<file path="src/rtl/mfm_encoder.sv">
// MFM serialiser: 1-byte holding register feeding a 16-cell shifter; first cell two edges after accept, CELL_CLKS clk_50 per cell.
// data_ready = holding register empty; a byte offered on a shifter load edge is taken anyway. MFM_SYNC_MISSING_CLOCK_EN adds sync marks.
module mfm_encoder #(
    parameter int CELL_CLKS = 5
) (
    input  logic       clk_50,
    input  logic       reset_n,
    input  logic [7:0] data_in,
    input  logic       data_valid,
    input  logic       data_sync,
    output logic       data_ready,
    output logic       mfm_out,
    output logic       busy
);

    localparam logic [7:0] PH_LAST = 8'(CELL_CLKS - 1);

    logic        hold_full_q, hold_full_d;
    logic [7:0]  hold_dat_q, hold_dat_d;
    logic        hold_sync_q, hold_sync_d;
    logic [15:0] sh_q, sh_d;
    logic        act_q, act_d;
    logic [7:0]  phase_q, phase_d;
    logic [3:0]  cell_q, cell_d;
    logic        prev_q, prev_d;
    logic        mfm_out_q, busy_q;

    logic        cell_end, last_cyc, load, accept, prev_eff;
    logic [15:0] enc_word, load_word;

    // Clock cell of a 0 bit is set only when the preceding data bit was also 0.
    function automatic logic [15:0] mfm_enc(input logic [7:0] b, input logic p);
        logic [15:0] w;
        logic        prv;
        w   = '0;
        prv = p;
        for (int i = 7; i >= 0; i--) begin
            w[2*i+1] = ~b[i] & ~prv;
            w[2*i]   = b[i];
            prv      = b[i];
        end
        return w;
    endfunction

    assign cell_end = act_q && (phase_q == PH_LAST);
    assign last_cyc = cell_end && (cell_q == 4'd15);
    assign load     = hold_full_q && (!act_q || last_cyc);
    assign accept   = data_valid && (!hold_full_q || load);
    // On a back-to-back reload the last data bit is still in the shifter, not yet in prev_q.
    assign prev_eff = last_cyc ? sh_q[15] : prev_q;
    assign enc_word = mfm_enc(hold_dat_q, prev_eff);

`ifdef MFM_SYNC_MISSING_CLOCK_EN
    assign load_word = hold_sync_q ? (enc_word & 16'hFFDF) : enc_word;
`else
    logic unused_sync;
    assign unused_sync = hold_sync_q;
    assign load_word   = enc_word;
`endif

    always_comb begin
        hold_full_d = hold_full_q;
        hold_dat_d  = hold_dat_q;
        hold_sync_d = hold_sync_q;
        sh_d        = sh_q;
        act_d       = act_q;
        phase_d     = phase_q;
        cell_d      = cell_q;
        prev_d      = prev_q;

        if (act_q) begin
            if (cell_end) begin
                phase_d = '0;
                if (cell_q[0]) begin
                    prev_d = sh_q[15];
                end
                if (cell_q == 4'd15) begin
                    act_d  = 1'b0;
                    sh_d   = '0;
                    cell_d = '0;
                end else begin
                    sh_d   = {sh_q[14:0], 1'b0};
                    cell_d = cell_q + 4'd1;
                end
            end else begin
                phase_d = phase_q + 8'd1;
            end
        end

        if (load) begin
            sh_d        = load_word;
            act_d       = 1'b1;
            phase_d     = '0;
            cell_d      = '0;
            hold_full_d = 1'b0;
        end

        if (accept) begin
            hold_full_d = 1'b1;
            hold_dat_d  = data_in;
            hold_sync_d = data_sync;
        end
    end

    always_ff @(posedge clk_50 or negedge reset_n) begin
        if (!reset_n) begin
            hold_full_q <= 1'b0;
            hold_dat_q  <= '0;
            hold_sync_q <= 1'b0;
            sh_q        <= '0;
            act_q       <= 1'b0;
            phase_q     <= '0;
            cell_q      <= '0;
            prev_q      <= 1'b0;
            mfm_out_q   <= 1'b0;
            busy_q      <= 1'b0;
        end else begin
            hold_full_q <= hold_full_d;
            hold_dat_q  <= hold_dat_d;
            hold_sync_q <= hold_sync_d;
            sh_q        <= sh_d;
            act_q       <= act_d;
            phase_q     <= phase_d;
            cell_q      <= cell_d;
            prev_q      <= prev_d;
            mfm_out_q   <= act_q & sh_q[15];
            busy_q      <= act_q;
        end
    end

    assign data_ready = ~hold_full_q;
    assign mfm_out    = mfm_out_q;
    assign busy       = busy_q;

endmodule

</file>
<file path="config.mk">
export PLATFORM = sky130hd
export DESIGN_NAME = mfm_encoder
export DESIGN_NICKNAME = d
export VERILOG_FILES = /design/src/rtl/mfm_encoder.sv
export SDC_FILE = /design/constraint.sdc
export NUM_CORES = 1
export LEC_CHECK = 0
export ABC_AREA = 1
export CAP_MARGIN = 25
export CORE_MARGIN = 1
export CORE_UTILIZATION = 43
export DETAILED_ROUTE_END_ITERATION = 12
export GPL_ROUTABILITY_DRIVEN = 1
export PLACE_DENSITY = 0.69
export SYNTH_ARGS = -nofsm -noshare
export SYNTH_HDL_FRONTEND = slang
export SYNTH_SLANG_ARGS = --single-unit
</file>
<file path="constraint.sdc">
create_clock -name clk_50 -period 2.1 [get_ports clk_50]
set_input_delay 0.42 -clock clk_50 [delete_from_list [all_inputs] [get_ports clk_50]]
set_output_delay 0.42 -clock clk_50 [all_outputs]
set_load 0.01 [all_outputs]
</file>
==> results of run 1 <==
## area by class of cell
type | instances | area [um2] | share of cell area [%]
sequential | 41 | 1030 | 44.6
clock buffer | 7 | 96.3 | 4.19
timing repair buffer | 18 | 163 | 7.08
inverter | 27 | 101 | 4.41
tap | 52 | 65.1 | 2.83
clock inverter | 1 | 5.00 | 0.218
multi-input combinational | 181 | 842 | 36.6
## Yosys cell counts
| master | instances |
|---|---|
| nor2_1 | 25 |
| nand3_1 | 26 |
| nand2_2 | 2 |
| a21oi_1 | 12 |
| buf_6 | 2 |
| nand3_2 | 1 |
| buf_1 | 1 |
| ha_1 | 3 |
| dfrtp_1 | 41 |
| nand2_4 | 2 |
| o21ai_0 | 7 |
| inv_2 | 1 |
| nor3_1 | 5 |
| inv_1 | 26 |
| nand4_1 | 2 |
| buf_4 | 2 |
| o21ai_2 | 2 |
| xor2_1 | 5 |
| buf_2 | 4 |
| o21ai_1 | 6 |
| nand2_1 | 83 |
## worst max-delay path, stage by stage, from the launching register on
cell and delay, ns:
dfrtp_1 0.39, inv_1 0.14, ha_1 0.19, nand2_1 0.07, nor2_1 0.13, nand3_2 0.13, nand2_2 0.11, nand2_4 0.06
nand2_4 0.14, inv_2 0.20, nand3_1 0.11, o21ai_1 0.07
## cells in the final DEF, fill, tap and decap left out, drive strengths merged
master and instances:
dfrtp 41, o21ai 15, inv 27, clkdlybuf4s50 12, clkinv 1, a21oi 12
nand2 87, nor2 25, buf 6, clkbuf 7, nand3 27, nor3 5
xor2 5, ha 3, nand4 2
## routing by layer
layer | wire (um) | vias to the layer above | track usage [%] | part of all wire (%)
met4 | 70 | 0 | 8.00 | 1.8
met1 | 1920 | 779 | 24.6 | 50
met3 | 87 | 5 | 3.42 | 2.2
met5 | 0 | - | 0 | 0
li1 | - | 837 | - | -
met2 | 1790 | 19 | 26.2 | 46
## how the worst max path moves through the flow
stage,endpoint,start,depth (start not counted),slack [ns]
2_1_floorplan,sh_q[2],phase_q[0],10,0.51
3_3_place_gp,phase_q[1],phase_q[0],11,0.28
3_5_place_dp,phase_q[1],phase_q[0],11,0.24
4_1_cts,phase_q[1],phase_q[0],11,0.21
5_1_grt,sh_q[2],phase_q[0],11,0.01
6_report,phase_q[1],phase_q[0],11,0.24
## registers in the layout, indices dropped and copies added (netlist names)
| register | count |
|---|---|
| busy | 1 |
| hold_dat_q | 8 |
| prev_q | 1 |
| phase_q | 8 |
| sh_q | 16 |
| hold_full_q | 1 |
| mfm_out | 1 |
| act_q | 1 |
| cell_q | 4 |
## logic make-up after synthesis
family / after synthesis / synth area share, %
buffers and inverters: 36 / 8.01
flip-flops: 41 / 50.5
XOR/XNOR: 5 / 2.16
adder cells (fa/ha/maj): 3 / 1.85
AND/OR/NAND/NOR: 146 / 30.4
AO/OA/AOI/OAI: 27 / 7.02
## power by group through the flow
stage | Combinational [mW] | Clock (mW) | Sequential, mW
2_1_floorplan | 0.0702 | 0 | 0.876
3_5_place_dp | 0.128 | 0 | 0.881
3_3_place_gp | 0.126 | 0 | 0.879
4_1_cts | 0.129 | 0.580 | 0.865
5_1_grt | 0.151 | 0.609 | 0.874
6_report | 0.127 | 0.562 | 0.865
==> metrics.md, run 1 <==
| Metric | Value |
|---|---|
| Sw power | `0.372 mW` |
| Clock power frac | `36.2%` |
| Worst hold margin | `0.174 ns` |
| Number of gates resized after CTS | `0` |
| Register-to-register setup slack | `0.24 ns` |
| Synth warn | `0` |
| Die W | `70.7 um` |
| CTS buffer count | `5` |
| Placer Congestion | `0.808` |
| Final wirelength | `3870 um` |
| Die height | `70.7 um` |
| Placed Area | `2200 um2` |
| Final hold vios | `0` |
| Area delta synth->final | `13.2%` |
| Net Count, Synth | `273` |
| Startpoint Class | `register` |
| Status | `finished with violations` |
| Failing checks | `design-rule violations` |
| Slew Limit Fails | `0` |
| Pint | `1.18 mW` |
| N_diodes | `0` |
| Setup WS post-layout | `0.238 ns` |
| Clock latency on the worst-skew pair | `0.30 ns` |
| Fin crit period | `1.86 ns` |
| Mapped Avg Cell Area | `7.87 um2` |
| Pwr Total | `1.55 mW` |
| Global route total overflow | `0` |
| Synth Register Bits | `41` |
| Initial antenna violation count | `0` |
| Clock Sinks | `41` |
| CP Capture Type | `register` |
| Share of the synthesized area in the top cell type | `50.5%` |
| CTS HTree Levels | `2` |
| CTS clk-pin slew, worst paths | `0.07 ns` |
| Clock Tree Buf Depth | `2` |
| Sequential share of power | `55.6%` |
| Final ANT Viol Nets | `0` |
| Synth area leaders | `dfrtp_1 51%, nand2_1 15%, nand3_1 6.4%, inv_1 4.8%, nor2_1 4.6%` |
| 1st-pass router iterations | `8` |
| Synthesized area | `2030 um2` |
| Floorplan row count | `24` |
| Relative slew slack | `65.6%` |
| Core area | `4440 um2` |
| Number of global-route vias before repair | `1,487` |
| Post-place setup slack | `0.236 ns` |
| Netlist cell types | `21` |
| Clock skew | `0.00752 ns` |
| RSZ-0062 raised after global routing | `false` |
| WS Path Type | `register to register` |
| Post-synth top area cell | `dfrtp_1` |
| CTS tree | `built` |
| Pwr dens | `676 nW/um2` |
| Drt wl/cell | `11.8 um` |
| Layout Cells excl Fill | `327` |
| Die area | `5000 um2` |
| Period utilisation layout | `88.6%` |
| Layout cells sized above 1 | `8.00%` |
| CP max FO | `22` |
| Critical Path AT | `2.04 ns` |
| Initial DRC Count | `69` |
| Vias | `1,640` |
| Static Leakage | `1.20 nW` |
| Remaining DRCs | `2` |
| Top-Level Pins | `15` |
| Worst path required time | `2.28 ns` |
| GRT Overall Usage | `17.4%` |
| R2R Path Start | `phase_q[0]` |
| Initial Util | `45.7%` |
| Cells after DPL | `319` |
| Vias per cell | `5.02` |
| Largest net degree at the start of global routing | `42` |
| Fmax | `0.537 GHz` |
| Fill count | `435` |
| Cell area after layout | `2300 um2` |
| HPWL after detailed placement | `2580 um` |
| Clk Tree Root Cell | `clkbuf_8` |
| Setup violators final | `0` |
| MaxCap Viol Count | `0` |
| Seq/Total Area, Yosys | `50.5%` |
| Final #Nets | `289` |
| TNS Setup | `0 ns` |
| Worst r2r path cells | `11` |
| Hold buffer count at cts | `0` |
| # Post-CTS Setup Buffers | `0` |
| Worst slew pin tran | `0.516 ns` |
| Switching share of total power | `24.0%` |
| First-pass GRT wire length | `6820 um` |
| Hold/Removal Path Class | `input port to asynchronous set/reset pin` |
| Util after Layout | `51.7%` |
| Port Buf Inserts | `13` |
| Comb power frac | `8.2%` |
| R2R Path End | `phase_q[1]` |
| Post-Synthesis Cells | `258` |
| Max IR drop VDD | `0.384 mV` |
(Power assumes the default switching activity.)
==> inputs of run 2 (changes only) <==
==> constraint.sdc (replaced) <==
create_clock -name clk_50 -period 2.1 [get_ports clk_50]
set_input_delay 0.525 -clock clk_50 [delete_from_list [all_inputs] [get_ports clk_50]]
set_output_delay 0.525 -clock clk_50 [all_outputs]
set_load 0.01 [all_outputs]
==> run 2 against run 1 <==
- the run still ends with design-rule violations left
- final cell count shrank 0.61%
- clock-buffer cell count is the same
- non-clock buffer count shrank 1
- via count shrank 2.9%
- flip-flop and latch count is the same
- largest power group unchanged
- highest routed layer unchanged
==> metrics.md, run 2 (synthesized netlist as in run 1, its figures left out) <==
| Metric | Value |
|---|---|
| Vias per cell | `4.90 (-2.3%)` |
| Fill count | `431 (-0.92%)` |
| Placer Congestion | `0.824 (+2.0%)` |
| Number of gates resized after CTS | `0 (unchanged)` |
| CTS clk-pin slew, worst paths | `0.07 ns (about the same)` |
| Vias | `1,592 (-2.9%)` |
| R2R Path Start | `cell_q[0]` |
| Clock Tree Buf Depth | `2 (unchanged)` |
| CP max FO | `4 (-82%)` |
| Clock power frac | `34.4% (-1.8 points)` |
| 1st-pass router iterations | `8 (unchanged)` |
| Clock skew | `0.00601 ns (-0.00151 ns)` |
| Largest net degree at the start of global routing | `42 (unchanged)` |
| Most frequent cells in the layout | `83 x nand2_1, 41 x dfrtp_1, 26 x inv_1, 26 x nand3_1, 25 x nor2_1` |
| Top-Level Pins | `15 (unchanged)` |
| Multi-input logic area | `842 um2 (unchanged)` |
| CTS buffer count | `5 (unchanged)` |
| Pint | `1.15 mW (-3.0%)` |
| Status | `finished with violations` |
| Sw power | `0.365 mW (-2.1%)` |
| CP max stage cell | `clkdlybuf4s50_1` |
| Drt wl/cell | `11.7 um (-1.4%)` |
| Hold buffer count at cts | `0 (unchanged)` |
| CTS tree | `built` |
| Die W | `70.7 um (unchanged)` |
| HPWL after detailed placement | `2520 um (-2.5%)` |
| Worst path required time | `1.57 ns (-0.71 ns)` |
| Core area | `4440 um2 (unchanged)` |
| N_diodes | `0 (unchanged)` |
| Register-to-register setup slack | `0.25 ns (about the same)` |
| Comb power frac | `8.3% (about the same)` |
| Setup WS post-layout | `0.186 ns (-0.0524 ns)` |
| Max FFs per register | `16 (unchanged)` |
| Fin crit period | `1.91 ns (+0.0524 ns)` |
| WS Path Type | `register to output port` |
| Hold/Removal Path Class | `input port to asynchronous set/reset pin` |
| Max IR drop VDD | `0.342 mV (-11%)` |
| Post-place setup slack | `0.255 ns (+0.0187 ns)` |
| Final hold vios | `0 (unchanged)` |
| CP peak stage delay | `0.54 ns (+0.15 ns)` |
| Final wirelength | `3790 um (-2.0%)` |
| Pwr dens | `664 nW/um2 (-1.9%)` |
| CP Capture Type | `output port` |
| Clk Tree Root Cell | `clkbuf_8` |
| Period utilisation layout | `91.1% (+2.5 points)` |
| Layout Cells excl Fill | `325 (-0.61%)` |
| Cells after DPL | `318 (-0.31%)` |
| WP depth | `2 (-9)` |
| Initial Util | `45.7% (unchanged)` |
| Most flops, register | `sh_q` |
| Crit path to | `data_ready` |
| R2R Path End | `sh_q[10]` |
| Area delta synth->final | `12.1%` |
| Sequential cell area | `1030 um2 (unchanged)` |
| Initial DRC Count | `147 (+110%)` |
| Setup violators final | `0 (unchanged)` |
| Startpoint Class | `register` |
| Remaining DRCs | `2 (unchanged)` |
| Initial antenna violation count | `0 (unchanged)` |
| Slew Limit Fails | `0 (unchanged)` |
| Final ANT Viol Nets | `0 (unchanged)` |
| Failing checks | `design-rule violations` |
| Worst slew pin tran | `0.509 ns (-0.00664 ns)` |
| CP cell instances | `inv_1 > clkdlybuf4s50_1` |
| GRT Overall Usage | `17.4% (-0.077 points)` |
| Die height | `70.7 um (unchanged)` |
| Fmax | `0.522 GHz (-2.7%)` |
| Relative slew slack | `66.0% (+0.41 points)` |
| Global route total overflow | `0 (unchanged)` |
| # Post-CTS Setup Buffers | `0 (unchanged)` |
| Critical Path AT | `1.39 ns (-0.65 ns)` |
| Worst r2r path cells | `10 (-1)` |
| Pwr Total | `1.51 mW (-2.8%)` |
| Switching share of total power | `24.1% (+0.18 points)` |
| Port Buf Inserts | `13 (unchanged)` |
| Die area | `5000 um2 (unchanged)` |
| Clock latency on the worst-skew pair | `0.29 ns (about the same)` |
| Commonest non-fill, non-tap cell in the layout | `nand2_1` |
| RSZ-0062 raised after global routing | `false` |
| Util after Layout | `51.2% (-0.51 points)` |
| Top flop regs | `sh_q: 16 flops, hold_dat_q: 8 flops, phase_q: 8 flops` |
| Sequential share of power | `57.3% (+1.7 points)` |
| Source of the critical timing path | `hold_full_q` |
| Worst path bufs/invs | `2 (unchanged)` |
| CTS HTree Levels | `2 (unchanged)` |
| Number of global-route vias before repair | `1,484 (-0.20%)` |
| Layout cells sized above 1 | `6.96% (-1.0 points)` |
| Floorplan row count | `24 (unchanged)` |
| First-pass GRT wire length | `6770 um (-0.82%)` |
| Static Leakage | `1.18 nW (-1.2%)` |
| MaxCap Viol Count | `0 (unchanged)` |
| CP top delay family | `buffers and inverters` |
| Final #Nets | `288 (-0.35%)` |
| Clock Sinks | `41 (unchanged)` |
| TNS Setup | `0 ns (unchanged)` |
[run 2: cell count changes in the layout (fill, tap and decap cells not counted), sizes merged]
cell,change
buf,-1
clkinv,-1
[run 2: stage by stage]
stage               hold slack [ns]  area [um2]
floorplan                     0.229        2030
global placement              0.462        2190
detailed placement            0.466        2190
CTS                           0.308        2280
global route                  0.335        2280
finish                        0.281        2280
[run 2: power groups by stage]
stage | Combinational [mW] | Sequential (mW) | Clock, mW
detailed placement | 0.128 | 0.881 | 0
finish | 0.126 | 0.865 | 0.519
global route | 0.149 | 0.875 | 0.558
global placement | 0.125 | 0.879 | 0
floorplan | 0.0702 | 0.876 | 0
CTS | 0.128 | 0.866 | 0.530
[run 2: how the worst min path moves through the flow]
stage            start    endpoint  cells past startpoint
3_5_place_dp   sh_q[1]     sh_q[1]                      2
4_1_cts        reset_n   cell_q[3]                      2
6_report       reset_n  phase_q[6]                      2
2_1_floorplan  reset_n       act_q                      0
5_1_grt        reset_n    sh_q[14]                      2
3_3_place_gp   sh_q[1]     sh_q[1]                      2
[run 2: worst register-to-register path, cell delays in order, from the launching register on]
cell,delay (ns)
dfrtp_1,0.41
ha_1,0.19
nand2_1,0.07
nor2_1,0.21
nand3_2,0.15
nand2_2,0.11
nand2_4,0.06
nand2_4,0.14
inv_2,0.20
nand2_1,0.13
o21ai_2,0.05
[run 2: area by class of cell]
class                           count  share of cell area, %
Inverter                           27                   4.45
Tap cell                           52                   2.86
Sequential cell                    41                   45.1
Clock buffer                        7                   3.79
Multi-Input combinational cell    181                   37.0
Timing Repair Buffer               17                   6.82
[run 2: layer usage]
layer / vias up / global-route usage, % / part of all wire [%]
li1: 838 / - / -
met1: 730 / 23.7 / 50
met2: 17 / 26.8 / 46
met3: 7 / 4.27 / 2.2
met4: 0 / 6.67 / 1.9
met5: - / 0 / 0
==> inputs of run 3 (changes only) <==
--- a/config.mk
+++ b/config.mk
@@ -8,10 +8,10 @@
 export ABC_AREA = 1
 export CAP_MARGIN = 25
 export CORE_MARGIN = 1
-export CORE_UTILIZATION = 43
+export CORE_UTILIZATION = 40
 export DETAILED_ROUTE_END_ITERATION = 12
 export GPL_ROUTABILITY_DRIVEN = 1
-export PLACE_DENSITY = 0.69
+export PLACE_DENSITY = 0.65
 export SYNTH_ARGS = -nofsm -noshare
 export SYNTH_HDL_FRONTEND = slang
 export SYNTH_SLANG_ARGS = --single-unit
==> constraint.sdc (replaced) <==
create_clock -name clk_50 -period 1.94 [get_ports clk_50]
set_input_delay 0.485 -clock clk_50 [delete_from_list [all_inputs] [get_ports clk_50]]
set_output_delay 0.485 -clock clk_50 [all_outputs]
set_load 0.01 [all_outputs]
==> run 3 against run 2 <==
- the run now ends clean
- clock power is 27% higher
- non-clock buffer count increased by 4
- via count is 3.2% higher
- clock-buffer cell count shrank 2
- clock skew up 0.0036 ns
- global-route usage about the same
- flip-flop and latch count stayed put
- worst setup slack got worse by 0.12 ns
- first-iteration DRC count shrank 47%
- sequential share of layout area decreased by 1.6 points
- cell area rose by 3.6%
- final cell count grew 5.8%
- largest cell class unchanged
==> metrics.md, run 3 (synthesized netlist as in run 1, its figures left out) <==
| Metric | Value |
|---|---|
| Status | `complete, no violations` |
| CTS clk-pin slew, worst paths | `0.08 ns (about the same)` |
| Cells after DPL | `337 (+6.0%)` |
| Static Leakage | `1.21 nW (+2.5%)` |
| Sequential share of power | `53.9% (-3.4 points)` |
| Worst hold margin | `0.125 ns (-0.156 ns)` |
| RSZ-0062 raised after global routing | `true` |
| Layout Cells excl Fill | `344 (+5.8%)` |
| Sw power | `0.404 mW (+11%)` |
| Startpoint Class | `register` |
| CP Capture Type | `output port` |
| Cell area after layout | `2360 um2 (+3.6%)` |
| Placed Area | `2250 um2 (+2.8%)` |
| Die height | `73.3 um (+3.6%)` |
| Fin crit period | `1.87 ns` |
| Final #Nets | `292 (+1.4%)` |
| Area delta synth->final | `16.1%` |
| Die W | `73.3 um (+3.6%)` |
| Largest net degree at the start of global routing | `24 (-43%)` |
| Layout cells sized above 1 | `9.39% (+2.4 points)` |
| Clock power frac | `38.0% (+3.6 points)` |
| Fmax | `0.534 GHz` |
| Core area | `4820 um2 (+8.4%)` |
| # Post-CTS Setup Buffers | `0 (unchanged)` |
| Most flops, register | `sh_q` |
| First-pass GRT wire length | `7090 um (+4.8%)` |
| Die area | `5370 um2 (+7.3%)` |
| Hold/Removal Path Class | `input port to asynchronous set/reset pin` |
| CP max stage cell | `clkdlybuf4s50_1` |
| CTS tree | `built` |
| Floorplan row count | `25 (+4.2%)` |
| Placer Congestion | `0.781 (-5.3%)` |
| Commonest non-fill, non-tap cell in the layout | `nand2_1` |
| CP peak stage delay | `0.55 ns (about the same)` |
| Max FFs per register | `16 (unchanged)` |
| N_diodes | `0 (unchanged)` |
| Clock latency on the worst-skew pair | `0.29 ns (about the same)` |
| Vias per cell | `4.78 (-2.5%)` |
| Clock skew | `0.00959 ns (+0.00358 ns)` |
| Comb power frac | `8.1% (-0.2 points)` |
| Relative slew slack | `67.3% (+1.3 points)` |
| Max IR drop VDD | `0.563 mV (+64%)` |
| Worst path required time | `1.45 ns (-0.12 ns)` |
| Clock Tree Buf Depth | `2 (unchanged)` |
| Final hold vios | `0 (unchanged)` |
| Slew Limit Fails | `0 (unchanged)` |
| Vias | `1,643 (+3.2%)` |
| Drt wl/cell | `11.5 um (-1.6%)` |
| Number of global-route vias before repair | `1,585 (+6.8%)` |
| Worst path bufs/invs | `2 (unchanged)` |
| WS Path Type | `register to output port` |
| Top-Level Pins | `15 (unchanged)` |
| Initial DRC Count | `78 (-47%)` |
| CP top delay family | `buffers and inverters` |
| Final ANT Viol Nets | `0 (unchanged)` |
| Clk Tree Root Cell | `clkbuf_8` |
| Clock Sinks | `41 (unchanged)` |
| CTS HTree Levels | `2 (unchanged)` |
| Pwr dens | `738 nW/um2 (+11%)` |
| Most frequent cells in the layout | `83 x nand2_1, 41 x dfrtp_1, 26 x nand3_1` |
| MaxCap Viol Count | `0 (unchanged)` |
| HPWL after detailed placement | `2770 um (+10%)` |
| Initial antenna violation count | `0 (unchanged)` |
| Setup violators final | `0 (unchanged)` |
| Setup WS post-layout | `0.0661 ns (-0.120 ns)` |
| Final wirelength | `3940 um (+4.1%)` |
| GRT Overall Usage | `17.4% (+0.048 points)` |
| Remaining DRCs | `0 (-2)` |
| CP cell instances | `inv_1 > clkdlybuf4s50_1` |
| Initial Util | `42.2% (-3.5 points)` |
| Pint | `1.33 mW (+16%)` |
| Global route total overflow | `0 (unchanged)` |
| Switching share of total power | `23.2% (-0.89 points)` |
| Worst slew pin tran | `0.489 ns (-0.0202 ns)` |
| CTS buffer count | `5 (unchanged)` |
| Period utilisation layout | `96.6%` |
| Critical Path AT | `1.39 ns (about the same)` |
| Post-place setup slack | `0.100 ns (-0.155 ns)` |
| Port Buf Inserts | `13 (unchanged)` |
| 1st-pass router iterations | `4 (-4)` |
| Top flop regs | `sh_q: 16 flops, hold_dat_q: 8 flops, phase_q: 8 flops` |
| CP max FO | `4 (unchanged)` |
| Pwr Total | `1.74 mW (+15%)` |
run 3: metal layers:
layer  vias to the layer above  track usage, %  part of all wire, %
met1                       761            23.9                   51
met2                        32            27.1                   45
met3                         2            4.53                  3.6
li1                        848               -                    -
met4                         0            5.23                 0.84
met5                         -               0                    0
run 3: stage by stage:
stage	TNS [ns]	utilization (%)
after floorplan	0	-
after global placement	0	46.7
after detailed placement	0	46.7
after CTS	0	48.9
after global routing	-0.0477	48.9
final	0	48.9
run 3: what timing repair did:
action                                  in CTS  in global routing
gates resized for setup                      0                  2
endpoints found under the setup margin       0                 21
hold buffers                                 0                  0
run 3: final timing paths:
kind | start | endpoint | slack (ns) | depth (start not counted)
max in group asynchronous | reset_n | sh_q[13] | 1.34 | 2
worst min register to register | sh_q[1] | sh_q[1] | 0.49 | 2
worst min-delay path | reset_n | cell_q[2] | 0.13 | 1
worst max register to register | phase_q[0] | phase_q[1] | 0.12 | 11
min in group clk_50 | sh_q[1] | sh_q[1] | 0.49 | 2
worst max-delay path | hold_full_q | data_ready | 0.07 | 2
run 3: final cells by class:
| cell class | count | area (um2) |
|---|---|---|
| clock inverters | 2 | 35.0 |
| multi-input cells | 181 | 845 |
| well taps | 67 | 83.8 |
| fillers | 478 | 2460 |
| repair buffers | 21 | 198 |
| inverters | 27 | 101 |
| clock buffers | 5 | 68.8 |
| flip-flops and latches | 41 | 1030 |
run 3: power groups by stage:
stage | Combinational [mW] | Sequential (mW) | Clock [mW]
6_report | 0.141 | 0.937 | 0.660
5_1_grt | 0.163 | 0.947 | 0.715
4_1_cts | 0.145 | 0.937 | 0.680
3_5_place_dp | 0.145 | 0.955 | 0
3_3_place_gp | 0.141 | 0.952 | 0
2_1_floorplan | 0.0760 | 0.948 | 0
